## src/rtl/buzzer_pkg.sv

```systemverilog
// Shared definitions for the buzzer sequencer.
// Contents:
//   state_t     - sequencer FSM states (IDLE, TONE, GAP, DONE)
//   PAT_*       - names for the default pattern table slots, so the game FSM
//                 can request a sound by meaning rather than by index.
package buzzer_pkg;

  typedef enum logic [1:0] {
    ST_IDLE = 2'd0,
    ST_TONE = 2'd1,
    ST_GAP  = 2'd2,
    ST_DONE = 2'd3
  } state_t;

  localparam int unsigned PAT_OK    = 32'd0;
  localparam int unsigned PAT_ERR   = 32'd1;
  localparam int unsigned PAT_OVER  = 32'd2;
  localparam int unsigned PAT_ALERT = 32'd3;

endpackage

```

## src/rtl/buzzer_tone_gen.sv

```systemverilog
// Square-wave / steady tone generator for one buzzer channel.
// Ports:
//   tick    - clock, rising edge
//   reset   - asynchronous active-high reset (tone forced low)
//   half    - half-period in ticks; 0 means steady high
//   enable  - advance the phase counter this tick
//   clear   - restart: phase cleared and tone loaded with 'level'
//   level   - tone value loaded by clear
//   tone    - registered tone output
module buzzer_tone_gen #(
  parameter int CNT_W = 16
) (
  input  logic             tick,
  input  logic             reset,
  input  logic [CNT_W-1:0] half,
  input  logic             enable,
  input  logic             clear,
  input  logic             level,
  output logic             tone
);

  logic [CNT_W-1:0] phase;
  logic [CNT_W-1:0] phase_nxt;

  // Next phase value, compared against the half-period before it is stored.
  always_comb begin
    phase_nxt = phase + CNT_W'(1);
  end

  // Phase counter and toggle flop; clear has priority over enable.
  always_ff @(posedge tick or posedge reset) begin
    if (reset) begin
      phase <= '0;
      tone  <= 1'b0;
    end else if (clear) begin
      phase <= '0;
      tone  <= level;
    end else if (enable) begin
      if (half == '0) begin
        phase <= '0;
        tone  <= 1'b1;
      end else if (phase_nxt == half) begin
        phase <= '0;
        tone  <= ~tone;
      end else begin
        phase <= phase_nxt;
      end
    end
  end

endmodule

```

## src/rtl/buzzer_sequencer.sv

```systemverilog
// Table-driven buzzer pattern sequencer for the calculator game.
// A pattern is REP bursts of tone (toggled at HALF, or steady if HALF=0),
// each TONE ticks long, separated by GAP silent ticks.
// Ports:
//   tick       - clock, rising edge
//   reset      - asynchronous active-high reset
//   start      - play request, sampled each tick
//   pattern    - pattern index sampled with start
//   abort      - stop immediately, no completion reported
//   buzz       - registered buzzer drive
//   busy       - high while in TONE or GAP
//   buzz_done  - pattern completed (held or pulsed, see DONE_PULSE)
//   active_pat - pattern playing or last played
module buzzer_sequencer #(
  parameter int                          NUM_PATTERNS = 4,
  parameter int                          PAT_W        = 2,
  parameter int                          CNT_W        = 16,
  parameter logic [NUM_PATTERNS*CNT_W-1:0] HALF_TBL   = {16'd2, 16'd0, 16'd3, 16'd1},
  parameter logic [NUM_PATTERNS*CNT_W-1:0] TONE_TBL   = {16'd6, 16'd14, 16'd12, 16'd10},
  parameter logic [NUM_PATTERNS*CNT_W-1:0] GAP_TBL    = {16'd6, 16'd0, 16'd0, 16'd0},
  parameter logic [NUM_PATTERNS*CNT_W-1:0] REP_TBL    = {16'd3, 16'd1, 16'd1, 16'd1},
  parameter bit                          RETRIGGER    = 1'b0,
  parameter bit                          DONE_PULSE   = 1'b0
) (
  input  logic             tick,
  input  logic             reset,
  input  logic             start,
  input  logic [PAT_W-1:0] pattern,
  input  logic             abort,
  output logic             buzz,
  output logic             busy,
  output logic             buzz_done,
  output logic [PAT_W-1:0] active_pat
);

  import buzzer_pkg::*;

  state_t           state;
  logic [CNT_W-1:0] half_len, tone_len, gap_len, rep_len;
  logic [CNT_W-1:0] tone_cnt, gap_cnt, burst_cnt;

  logic             in_range, accept;
  int unsigned      pat_idx;
  logic [CNT_W-1:0] sel_half, sel_tone, sel_gap, sel_rep;
  logic [CNT_W-1:0] tone_nxt, gap_nxt;
  logic             tone_end, gap_end, last_burst;
  logic             gen_en, gen_clear, gen_level;

  // Zero table entries that would stall the FSM are lifted to one tick.
  function automatic logic [CNT_W-1:0] at_least_one(input logic [CNT_W-1:0] v);
    return (v == '0) ? CNT_W'(1) : v;
  endfunction

  // Start acceptance and table lookup (index forced to 0 when out of range
  // so the part-select never leaves the table).
  always_comb begin
    in_range = ({{(32-PAT_W){1'b0}}, pattern} < 32'(NUM_PATTERNS));
    if (in_range) begin
      pat_idx = 32'(pattern);
    end else begin
      pat_idx = 32'd0;
    end
    accept   = start && in_range &&
               (RETRIGGER || (state == ST_IDLE) || (state == ST_DONE));
    sel_half = HALF_TBL[pat_idx*CNT_W +: CNT_W];
    sel_tone = TONE_TBL[pat_idx*CNT_W +: CNT_W];
    sel_gap  = GAP_TBL[pat_idx*CNT_W +: CNT_W];
    sel_rep  = REP_TBL[pat_idx*CNT_W +: CNT_W];
  end

  // Burst/gap end detection: equality is tested on the incremented value,
  // so counters never run past their limit.
  always_comb begin
    tone_nxt   = tone_cnt + CNT_W'(1);
    gap_nxt    = gap_cnt + CNT_W'(1);
    tone_end   = (tone_nxt == tone_len);
    gap_end    = (gap_nxt == gap_len);
    last_burst = (burst_cnt == rep_len);
  end

  // Tone generator control, mirroring the FSM decisions below. A zero gap
  // is stored as one tick, which gives the single silent tick between
  // back-to-back bursts.
  always_comb begin
    gen_en    = 1'b0;
    gen_clear = 1'b0;
    gen_level = 1'b0;
    if (abort) begin
      gen_clear = 1'b1;
    end else if (accept) begin
      gen_clear = 1'b1;
      gen_level = 1'b1;
    end else begin
      case (state)
        ST_TONE: begin
          if (tone_end) begin
            gen_clear = 1'b1;
          end else begin
            gen_en = 1'b1;
          end
        end
        ST_GAP: begin
          if (gap_end) begin
            gen_clear = 1'b1;
            gen_level = 1'b1;
          end else begin
            gen_en = 1'b0;
          end
        end
        default: begin
          gen_en = 1'b0;
        end
      endcase
    end
  end

  buzzer_tone_gen #(.CNT_W(CNT_W)) u_tone_gen (
    .tick   (tick),
    .reset  (reset),
    .half   (half_len),
    .enable (gen_en),
    .clear  (gen_clear),
    .level  (gen_level),
    .tone   (buzz)
  );

  // Sequencer FSM: abort beats start, start beats normal progress.
  always_ff @(posedge tick or posedge reset) begin
    if (reset) begin
      state      <= ST_IDLE;
      busy       <= 1'b0;
      buzz_done  <= 1'b0;
      active_pat <= '0;
      half_len   <= '0;
      tone_len   <= '0;
      gap_len    <= '0;
      rep_len    <= '0;
      tone_cnt   <= '0;
      gap_cnt    <= '0;
      burst_cnt  <= '0;
    end else if (abort) begin
      state     <= ST_IDLE;
      busy      <= 1'b0;
      buzz_done <= 1'b0;
      tone_cnt  <= '0;
      gap_cnt   <= '0;
      burst_cnt <= '0;
    end else if (accept) begin
      state      <= ST_TONE;
      busy       <= 1'b1;
      buzz_done  <= 1'b0;
      active_pat <= pattern;
      half_len   <= sel_half;
      tone_len   <= at_least_one(sel_tone);
      gap_len    <= at_least_one(sel_gap);
      rep_len    <= at_least_one(sel_rep);
      tone_cnt   <= '0;
      gap_cnt    <= '0;
      burst_cnt  <= CNT_W'(1);
    end else begin
      case (state)
        ST_TONE: begin
          if (tone_end) begin
            tone_cnt <= '0;
            gap_cnt  <= '0;
            if (last_burst) begin
              state     <= ST_DONE;
              busy      <= 1'b0;
              buzz_done <= 1'b1;
            end else begin
              state <= ST_GAP;
            end
          end else begin
            tone_cnt <= tone_nxt;
          end
        end
        ST_GAP: begin
          if (gap_end) begin
            state     <= ST_TONE;
            gap_cnt   <= '0;
            tone_cnt  <= '0;
            burst_cnt <= burst_cnt + CNT_W'(1);
          end else begin
            gap_cnt <= gap_nxt;
          end
        end
        ST_DONE: begin
          if (DONE_PULSE) begin
            state     <= ST_IDLE;
            buzz_done <= 1'b0;
          end
        end
        default: begin
          state <= ST_IDLE;
        end
      endcase
    end
  end

endmodule

```

## config.mk

```make
export PLATFORM = sky130hd
export DESIGN_NAME = buzzer_sequencer
export DESIGN_NICKNAME = d
export VERILOG_FILES = /design/src/rtl/buzzer_pkg.sv /design/src/rtl/buzzer_tone_gen.sv /design/src/rtl/buzzer_sequencer.sv
export SDC_FILE = /design/constraint.sdc
export NUM_CORES = 1
export LEC_CHECK = 0
export ABC_AREA = 1
export ABC_CLOCK_PERIOD_IN_PS = 3080
export CAP_MARGIN = 20
export CORE_UTILIZATION = 55
export CTS_BUF_LIST = sky130_fd_sc_hd__clkbuf_8
export DETAILED_ROUTE_END_ITERATION = 7
export PLACE_DENSITY = 0.72
export SLEW_MARGIN = 30
export SYNTH_ARGS = -nofsm -noshare
export SYNTH_HDL_FRONTEND = slang
export SYNTH_HIERARCHICAL = 1
export SYNTH_SLANG_ARGS = --single-unit
```

## constraint.sdc

```tcl
create_clock -name tick -period 3.08 [get_ports tick]
set_clock_uncertainty 0.05 [all_clocks]
set_input_delay 0.924 -clock tick [delete_from_list [all_inputs] [get_ports tick]]
set_output_delay 0.924 -clock tick [all_outputs]
set_load 0.02 [all_outputs]
```

* After elaboration in Yosys (flattened, before gate mapping)
Cells that the tools add are included.
** Word-level totals
- Output and inout bits :: 5
- Register bits after elaboration :: 135
- Word-level logic and storage cells :: 108
** Cells by class
- Bitwise gates (word level) :: 2
- Multiplexer cells :: 53
- Reductions and logical operators :: 22
- Shifts and indexed selects :: 4
- Add/subtract/negate cells :: 4
- Eq/ne operators :: 10
** Operator list (number)
- $mux W16 :: 19
- $shiftx A64 B7 Y16 const A :: 4
- $add A16 B1 Y16 const B :: 4
- $eq A16 B16 Y1 :: 4
- $logic_not A16 Y1 :: 4
- $pmux W16 S2 :: 2
- $mux W1 :: 26
- $reduce_bool A3 Y1 :: 6
- $reduce_and A2 Y1 :: 5
- $mux W2 :: 4
- $ne A4 B4 Y1 const B :: 2
- $pmux W2 S3 :: 1
- $reduce_and A3 Y1 :: 2
- $eq A2 B2 Y1 const B :: 2
- $reduce_bool A4 Y1 :: 1
- $ne A3 B3 Y1 const B :: 1
- $eq A2 B1 Y1 const B :: 1
- $logic_not A2 Y1 :: 1
- $not A1 Y1 :: 2
- $pmux W1 S2 :: 1
- $reduce_bool A2 Y1 :: 1
- $logic_and A1 B1 Y1 :: 1
- $logic_or A1 B1 Y1 :: 1

* Logic depth before layout (Yosys ltp)
Gate-level depths: netlist (run 1).
- Depth in word-level cells :: 8
- Mapped depth :: 20
- Mapped depth without buffers :: 19

* Cells and area by module
The synthesis (run 1) kept the hierarchy.
** Modules (own cells, without submodules)
- buzzer_sequencer :: times used 1, area each 4254.1 um2, cells each 634
- buzzer_tone_gen :: times used 1, area each 1594.0 um2, cells each 243

* Least setup slack after synthesis (run 1)
Ideal clock, no wire load.
- Path type :: register to register
- From :: register gap_cnt[0]
- To :: register u_tone_gen.phase[10]
- Cell stages (with the launch flop) :: 18
- Library setup time :: 0.142 ns
- Arrival time :: 2.647 ns
- Buffers on the path :: 1
- Data required time :: 2.888 ns
- Slack :: 0.241 ns
- Path through :: dfrtp_1 ha_1 nand3_2 nor2_4 nand3_1 nand2_1 nand2_1 inv_1 nand2_1 nor2_1 nand3_2 nand2_1 inv_2 a21oi_1 nor2_1 inv_1 clkbuf_1 o22ai_2
** On the way
- Longest elaborated chain between the ends :: 7
- Elaborated cells between the ends (all ways) :: 8
- Those cells by class :: 1 x add/sub; 1 x eq/ne; 5 x mux; 1 x reduce/logical
** RTL lines
- start: declaration :: RTL line buzzer_sequencer.sv:40 : logic [CNT_W-1:0] tone_cnt, gap_cnt, burst_cnt;
- start signal: assignment :: RTL line buzzer_sequencer.sv:184 : gap_cnt <= gap_nxt;
- $add A16 B1 Y16 * :: RTL line buzzer_sequencer.sv:75 : gap_nxt = gap_cnt + CNT_W'(1);
- $eq A16 B16 Y1 * :: RTL line buzzer_sequencer.sv:77 : gap_end = (gap_nxt == gap_len);
- $mux W1 * :: RTL line buzzer_sequencer.sv:103 : if (gap_end) begin
- $pmux W1 S2 * :: RTL line buzzer_sequencer.sv:94 : case (state)
- $mux W1 * :: RTL line buzzer_sequencer.sv:90 : end else if (accept) begin
- $mux W1 * :: RTL line buzzer_sequencer.sv:88 : if (abort) begin
- net gen_clear :: RTL line buzzer_sequencer.sv:47 : logic gen_en, gen_clear, gen_level;
- $mux W16 or $reduce_bool A2 Y1 (tied branches)
- end signal: assignment :: RTL line buzzer_tone_gen.sv:46 : phase <= phase_nxt;
- end: declaration :: RTL line buzzer_tone_gen.sv:22 : logic [CNT_W-1:0] phase;
The timed path passes the listed nets; every way through them passes the cells marked *.
A chain may end at the register's enable or synchronous reset.

* Worst setup path after layout (run 1)
- From :: register tone_cnt[0]
- To :: register u_tone_gen.phase[1]
** On the way
- Longest elaborated chain between the ends :: 7
- Elaborated cells between the ends (all ways) :: 12
- Those cells by class :: 1 x add/sub; 1 x eq/ne; 9 x mux; 1 x reduce/logical
** RTL lines
- start: declaration :: RTL line buzzer_sequencer.sv:40
- start signal: assignment :: RTL line buzzer_sequencer.sv:174 : tone_cnt <= tone_nxt;
- $add A16 B1 Y16 * :: RTL line buzzer_sequencer.sv:74 : tone_nxt = tone_cnt + CNT_W'(1);
- $eq A16 B16 Y1 * :: RTL line buzzer_sequencer.sv:76 : tone_end = (tone_nxt == tone_len);
- $mux W1 * :: RTL line buzzer_sequencer.sv:96 : if (tone_end) begin
- $pmux W1 S2 * :: RTL line buzzer_sequencer.sv:94
- $mux W1 * :: RTL line buzzer_sequencer.sv:90
- $mux W1 * :: RTL line buzzer_sequencer.sv:88
- net gen_clear :: RTL line buzzer_sequencer.sv:47
- $mux W16 or $reduce_bool A2 Y1 (tied branches)
Marked as above.

==> metrics.md, run 1 <==
| Metric | Value |
|---|---|
| Total GRT Usage | 0.259 |
| Final Wtd Congestion | 0.935 |
| Setup crit start kind | flop |
| TritonCTS clock tree | yes |
| Number of DRC markers in iteration 0 | 270 |
| Buf/Inv on CP | 2 |
| Netlist cell types | 37 |
| Worst path arrival time | 3.10 ns |
| Largest net degree at the start of global routing | 63 |
| Reg2reg start | tone_cnt[0] |
| Antenna diodes | 0 |
| Vias in the first global route | 5202 |
| Max Fanout on Critical Path | 32 |
| CTS root buf | clkbuf_8 |
| GR Overflow Total | 0 |
| CP delay by family, top | simple AND/OR/NAND/NOR gates |
| Post-synthesis sequential area ratio | 0.338 |
| Syn. warnings | 6 |
| DRC errors left | 0 |
| Synth top area cells | dfrtp_1 34%, nand2_1 18%, nand3_1 8.6%, inv_1 7.4%, nor2_1 6.2% |
| Post-Syn Area | 5850 sq um |
| Post-synthesis register bit count | 79 |
| Slew @ Worst Pin | 0.738 ns |
| Max_cap viols | 0 |
| Final cell count without fillers | 1067 |
| Initial antenna violation count | 0 |
| Synthesized instance count | 877 |
| Endpoint class of the critical path | flop |
| Top FF cell, synth | dfrtp_1 |
| Rows | 37 |
| Minimum clock period | 2.87 ns |
| Clk buf depth | 2 |
| Kind of critical path | reg2reg |
| Clock H-tree levels | 3 |
| Fin util | 0.626 |
| Placed cells | 1051 |
| Total power | 2.91 mW |
| Slowest stage cell, crit path | dfrtp_1 |
| Post-Synthesis Mean Instance Area | 6.67 sq um |
| Vias per inst | 5.19 |
| Reg2reg end | u_tone_gen/phase[1] |
| Final setup viols | 0 |
| Share of the synthesized area in the top cell type | 0.338 |
| Final antenna-violating net count | 0 |
| Final Cycle Share | 0.932 |
| Cell taking the most area after synthesis | dfrtp_1 |
| CORE AREA | 10300 sq um |
| First-pass DRT Iterations | 5 |
| Detailed Place HPWL | 9810 um |
| Dpl ws | 0.137 ns |
| Area Overhead vs Synth | 10.5% |
| Routed length per placed instance | 12.5 um |
| Commonest non-fill, non-tap cells in the layout | 282 x nand2_1, 114 x inv_1, 101 x nand3_1, 97 x nor2_1, 79 x dfrtp_1 |
| Max stage delay on crit path | 0.44 ns |
| Seq. cell area | 1980 sq um |
| Register-to-Register Path Depth | 14 |
| Worst EP required | 3.31 ns |
| Type of the most critical hold path | reg2reg |
| Hold path startpoint | busy |
| Status | finished, final reports clean |
| Share of cells above drive strength 1 | 0.0956 |
| Fill count | 950 |
| Flop-to-flop setup slack | 0.21 ns |
| Most common cell after layout, fill and taps aside | nand2_1 |
| Ports | 11 |
| WL final | 13300 um |
| Final #Nets | 940 |
| Achievable Freq | 0.348 GHz |
| Area taken by multi-input logic gates | 3410 sq um |
| TritonCTS Buffers | 9 |
| Hold WS | 0.431 ns |
| PD cells | 450 nW/um^2 |
| Die area | 11000 sq um |
| Hold Vio Cnt, Final | 0 |
| Critical-path cell list | ha_1 > or2_2 > a21oi_1 > nand3_1 > nor2_1 > nand3_1 > nor2_1 > nand3_1 > a21oi_2 > nor2_1 > inv_1 > buf_12 > nand2_1 > o21ai_0 |
| DIE WIDTH | 105 um |
| Slew headroom | 0.508 |
| EDFF count, synth | 0 |
| Port bufs | 10 |
| Initial core utilization | 0.566 |
| Die Ht | 105 um |
| Post-CTS setup buffer count | 0 |
| Fin. max-slew vios | 0 |
| Hold path cells | 2 |
| Setup WS post-layout | 0.209 ns |
| Hold endpoint | busy |
| # clock sinks | 79 |
| Static leakage | 2.94 nW |
| Later-pin clock latency in the skew report | 0.36 ns |
| Worst-path clk slew | 0.09 ns |
| Via count | 5543 |
| FFs w/ async S/R, synth | 1.00 |
| First-pass GRT wire length | 23400 um |
| VDD IR max | 0.284 mV |
-- how the worst max path moves through the flow --
stage,start,to,slack [ns],depth (start not counted)
after floorplan,gap_cnt[0],u_tone_gen/phase[10],0.24,17
after global placement,tone_cnt[0],u_tone_gen/phase[5],0.21,14
after detailed placement,tone_cnt[0],u_tone_gen/phase[1],0.14,14
after CTS,tone_cnt[0],u_tone_gen/phase[1],0.11,14
after global routing,tone_cnt[0],u_tone_gen/phase[1],-0.002,15
final,tone_cnt[0],u_tone_gen/phase[1],0.21,14
-- registers in the layout, summed over array words and instances, names as in the netlist --
register	flops
burst_cnt	16
gap_cnt	16
tone_cnt	16
u_tone_gen/phase	16
tone_len	4
active_pat	2
gap_len	2
state	2
busy	1
buzz_done	1
half_len	1
rep_len	1
u_tone_gen/tone	1
-- routing by layer --
layer / up-vias / share of wire / global-route usage / wire, um
li1: 2878 / - / - / -
met1: 2553 / 0.49 / 0.356 / 6460
met2: 98 / 0.46 / 0.415 / 6140
met3: 14 / 0.040 / 0.0437 / 534
met4: 0 / 0.012 / 0.0815 / 159
met5: - / 0 / 0 / 0
-- power breakdown --
part           internal, mW  switching, mW  total, mW
logic                 0.283          0.529      0.812
clock network         0.457          0.420      0.878
registers              1.12         0.0950       1.22
total                  1.86           1.04       2.91
-- worst min-delay path, cell delays in order (launching register included) --
cell,delay (ns)
dfrtp_1,0.35
nand2_1,0.05
nand2_1,0.05
-- cell usage after synthesis (3+ instances only) --
master / count
o21ai_2: 13
nand2_1: 282
nand3_1: 101
a21oi_1: 13
o22ai_1: 4
o21bai_1: 4
nand2_4: 4
nand3_2: 5
nor4_1: 6
xor2_1: 14
nor2_4: 7
o22ai_2: 10
nor3_1: 11
nand4_1: 21
o21ai_1: 5
inv_2: 3
inv_1: 115
buf_6: 5
nand3b_1: 7
nor2_1: 97
nor2_2: 6
nand2_2: 5
buf_4: 5
o21ai_0: 24
clkbuf_1: 7
xnor2_1: 4
dfrtp_1: 79
ha_1: 8
-- metrics by stage --
stage	setup TNS, ns	area (sq um)
2_1_floorplan	0	5970
3_3_place_gp	0	6230
3_5_place_dp	0	6230
4_1_cts	0	6450
5_1_grt	-0.00239	6460
6_report	0	6460
-- repair_timing --
| action | in CTS | in global routing |
|---|---|---|
| resized for setup | 0 | 3 |
| hold buffers | 0 | 0 |
| setup endpoints to repair | 0 | 17 |
-- cells by family after synthesis --
group,share of synthesized area
AO/OA/AOI/OAI,0.0899
AND/OR/NAND/NOR,0.421
flip-flops,0.338
XOR/XNOR,0.0310
other,0.000641
buffers and inverters,0.103
adder cells (fa/ha/maj),0.0171
-- cell type report --
cell class                      count  area share
Sequential cell                    79       0.306
Clock buffer                        9      0.0192
Tap cell                          136      0.0263
Timing Repair Buffer               25      0.0368
Multi-Input combinational cell    691       0.527
Clock inverter                      7      0.0151
Inverter                          120      0.0697
No activity file was read; power rests on OpenSTA's default activity.
==> run 2, diff against run 1 <==
- ABC_AREA: 1 -> 0
==> run 2 against run 1 <==
- setup slack worse by 0.20 ns
- global-route usage up 3.3 points
- critical path depth unchanged
- sequential power down 5%
- synthesized cell count down 25%
- highest routed layer unchanged
==> metrics.md, run 2 <==
| Metric | Value |
|---|---|
| Setup crit start kind | flop |
| DIE WIDTH | 103 um |
| Commonest non-fill, non-tap cells in the layout | 76 x buf_4, 69 x dfrtp_1, 55 x nand2_1, 38 x nand3_1, 38 x conb_1 |
| Synthesized instance count | 654 |
| RSZ-0062 raised after global routing | true |
| Most common cell after layout, fill and taps aside | buf_4 |
| EDFF count, synth | 0 |
| Top FF cell, synth | dfrtp_1 |
| CTS root buf | clkbuf_8 |
| Port bufs | 10 |
| Dpl ws | -0.0794 ns |
| Worst EP required | 3.30 ns |
| CP delay by family, top | compound AO/OA/AOI/OAI gates |
| Largest family of logic cells by synthesized area | simple AND/OR/NAND/NOR gates |
| Antenna diodes | 0 |
| Max layer used | met4 |
| Vias per inst | 6.11 |
| Final #Nets | 766 |
| Max stage delay on crit path | 0.40 ns |
| Post-synth top cells | 79 x dfrtp_1, 56 x nand2_1, 39 x nand3_1 |
| Worst-path clk slew | 0.10 ns |
| Initial antenna violation count | 0 |
| Clock H-tree levels | 3 |
| Post-route cell area | 6900 sq um |
| Rows | 36 |
| Detailed Place HPWL | 10300 um |
| Later-pin clock latency in the skew report | 0.38 ns |
| Ports | 11 |
| Status | finished, final reports clean |
| Setup_tns | 0 ns |
| # clock sinks | 79 |
| Critical-path cell list | buf_6 > nand3_4 > nor4_4 > buf_4 > or3_4 > a2111oi_4 > and2_4 > a21boi_2 > o21ai_2 > a41o_1 > a41oi_4 > buf_12 > and3_4 > a221o_1 |
| Initial core utilization | 0.570 |
| Netlist cell types | 79 |
| Simple-Gate Fraction of Synth Area | 0.272 |
| Minimum clock period | 3.07 ns |
| DRC errors left | 0 |
| NetSw | 947 uW |
| FFs w/ async S/R, synth | 1.00 |
| Final antenna-violating net count | 0 |
| Clock Power Share | 0.299 |
| Final cell count without fillers | 890 |
| Share of the synthesized area in the top cell type | 0.355 |
| Clk buf depth | 2 |
| Die Ht | 103 um |
| Share of cells above drive strength 1 | 0.221 |
| Post-Syn Area | 5570 sq um |
| Kind of critical path | reg2reg |
| Synth top area cells | dfrtp_1 35%, xnor2_1 3.9%, nand2_1 3.8%, nand3_1 3.5%, a21oi_1 2.8% |
| Slew headroom | 0.536 |
| Buf/Inv on CP | 3 |
| Hold Vio Cnt, Final | 0 |
| Vias in the first global route | 4977 |
| Placed cells | 853 |
| Slowest stage cell, crit path | dfrtp_1 |
| Max_cap viols | 0 |
| Slew @ Worst Pin | 0.695 ns |
| CORE AREA | 9770 sq um |
| Max Fanout on Critical Path | 6 |
| Post-synthesis sequential area ratio | 0.355 |
| TritonCTS clock tree | yes |
| Syn. warnings | 6 |
| Synth Area in Compound Gates | 0.218 |
| Met3 WL post-DR | 666 um |
| GR Overflow Total | 0 |
| Total power | 2.78 mW |
| Die area | 10500 sq um |
| Setup WS post-layout | 0.0127 ns |
| Gate power share | 0.283 |
| Type of the most critical hold path | reg2reg |
| Count leader, synth | dfrtp_1 |
| Synth Area in Adders | 0.0180 |
| First-pass DRT Iterations | 5 |
| Total GRT Usage | 0.292 |
| Post-Synthesis Mean Instance Area | 8.52 sq um |
| Number of DRC markers in iteration 0 | 305 |
| Largest net degree at the start of global routing | 47 |
| Post-place instance area | 6310 sq um |
| Wl on met1 | 6560 um |
| Achievable Freq | 0.326 GHz |
| Met2 wire length | 7400 um |
| Final Cycle Share | 0.996 |
| Area Overhead vs Synth | 23.9% |
| PD cells | 403 nW/um^2 |
| Endpoint class of the critical path | flop |
| VDD IR max | 0.334 mV |
| Post-synthesis xor/xnor area fraction | 0.0613 |
| Fin. max-slew vios | 0 |
| TritonCTS Buffers | 9 |
| WL final | 14900 um |
| Cell taking the most area after synthesis | dfrtp_1 |
| Multiplexer share of the synthesized area | 0.0128 |
| Final setup viols | 0 |
| Routed length per placed instance | 16.7 um |
| Fill count | 768 |
| First-pass GRT wire length | 23800 um |
| Static leakage | 2.85 nW |
| Worst path arrival time | 3.29 ns |
| Post-synthesis register bit count | 79 |
| Sequential share of power | 0.419 |
| Sw Ratio | 0.340 |
| Via count | 5438 |
| Int Power | 1.84 mW |
| Final Wtd Congestion | 0.973 |
[run 2: path summary, 6_finish.rpt]
check / from / end / slack, ns / cells after the start
min in group asynchronous: reset / tone_cnt[7] / 0.83 / 2
setup / recovery: tone_cnt[0] / u_tone_gen/phase[11] / 0.01 / 14
hold / removal: rep_len[0] / rep_len[0] / 0.47 / 1
hold reg to reg: rep_len[0] / rep_len[0] / 0.47 / 1
setup reg to reg: tone_cnt[0] / u_tone_gen/phase[11] / 0.01 / 14
max in group asynchronous: reset / gap_cnt[2] / 1.55 / 3
[run 2: layout make-up]
type                    instances  area (sq um)  share of cell area
well taps                     133           166              0.0241
inverters                      33           124              0.0180
multi-input cells             534          3590               0.520
clock buffers                   9           124              0.0180
clock inverters                 7          81.3              0.0118
flip-flops and latches         79          1990               0.288
repair buffers                 95           825               0.119
[run 2: power by group through the flow]
stage	clock (mW)	sequential [mW]	combinational, mW
4_1_cts	0.842	1.16	0.740
6_report	0.832	1.16	0.786
3_3_place_gp	0	1.18	0.673
5_1_grt	0.885	1.18	0.853
3_5_place_dp	0	1.18	0.689
2_1_floorplan	0	1.18	0.445
[run 2: cell families after synthesis]
kind of cell,after synthesis
flip-flops,79
AO/OA/AOI/OAI,170
multiplexers,7
XOR/XNOR,39
adder cells (fa/ha/maj),8
other,1
buffers and inverters,78
AND/OR/NAND/NOR,272
[run 2: layer usage]
metal  GRT usage  vias up
li1            -     2585
met1       0.384     2686
met2       0.486      141
met3      0.0475       26
met4       0.105        0
met5           0        -
[run 2: repair_timing]
action                                  CTS  global route
endpoints found under the setup margin    7            23
pin swaps                                 2             9
gates cloned                              2             0
setup buffers                             3            16
resized for setup                        19            28
hold buffers                              0             0
[run 2: per-stage QoR]
| stage | hold WS, ns | util |
|---|---|---|
| final | 0.471 | 0.706 |
| after global routing | 0.490 | 0.706 |
| after CTS | 0.477 | 0.684 |
| after detailed placement | 0.452 | 0.646 |
| after global placement | 0.427 | 0.646 |
| after floorplan | 0.404 | - |
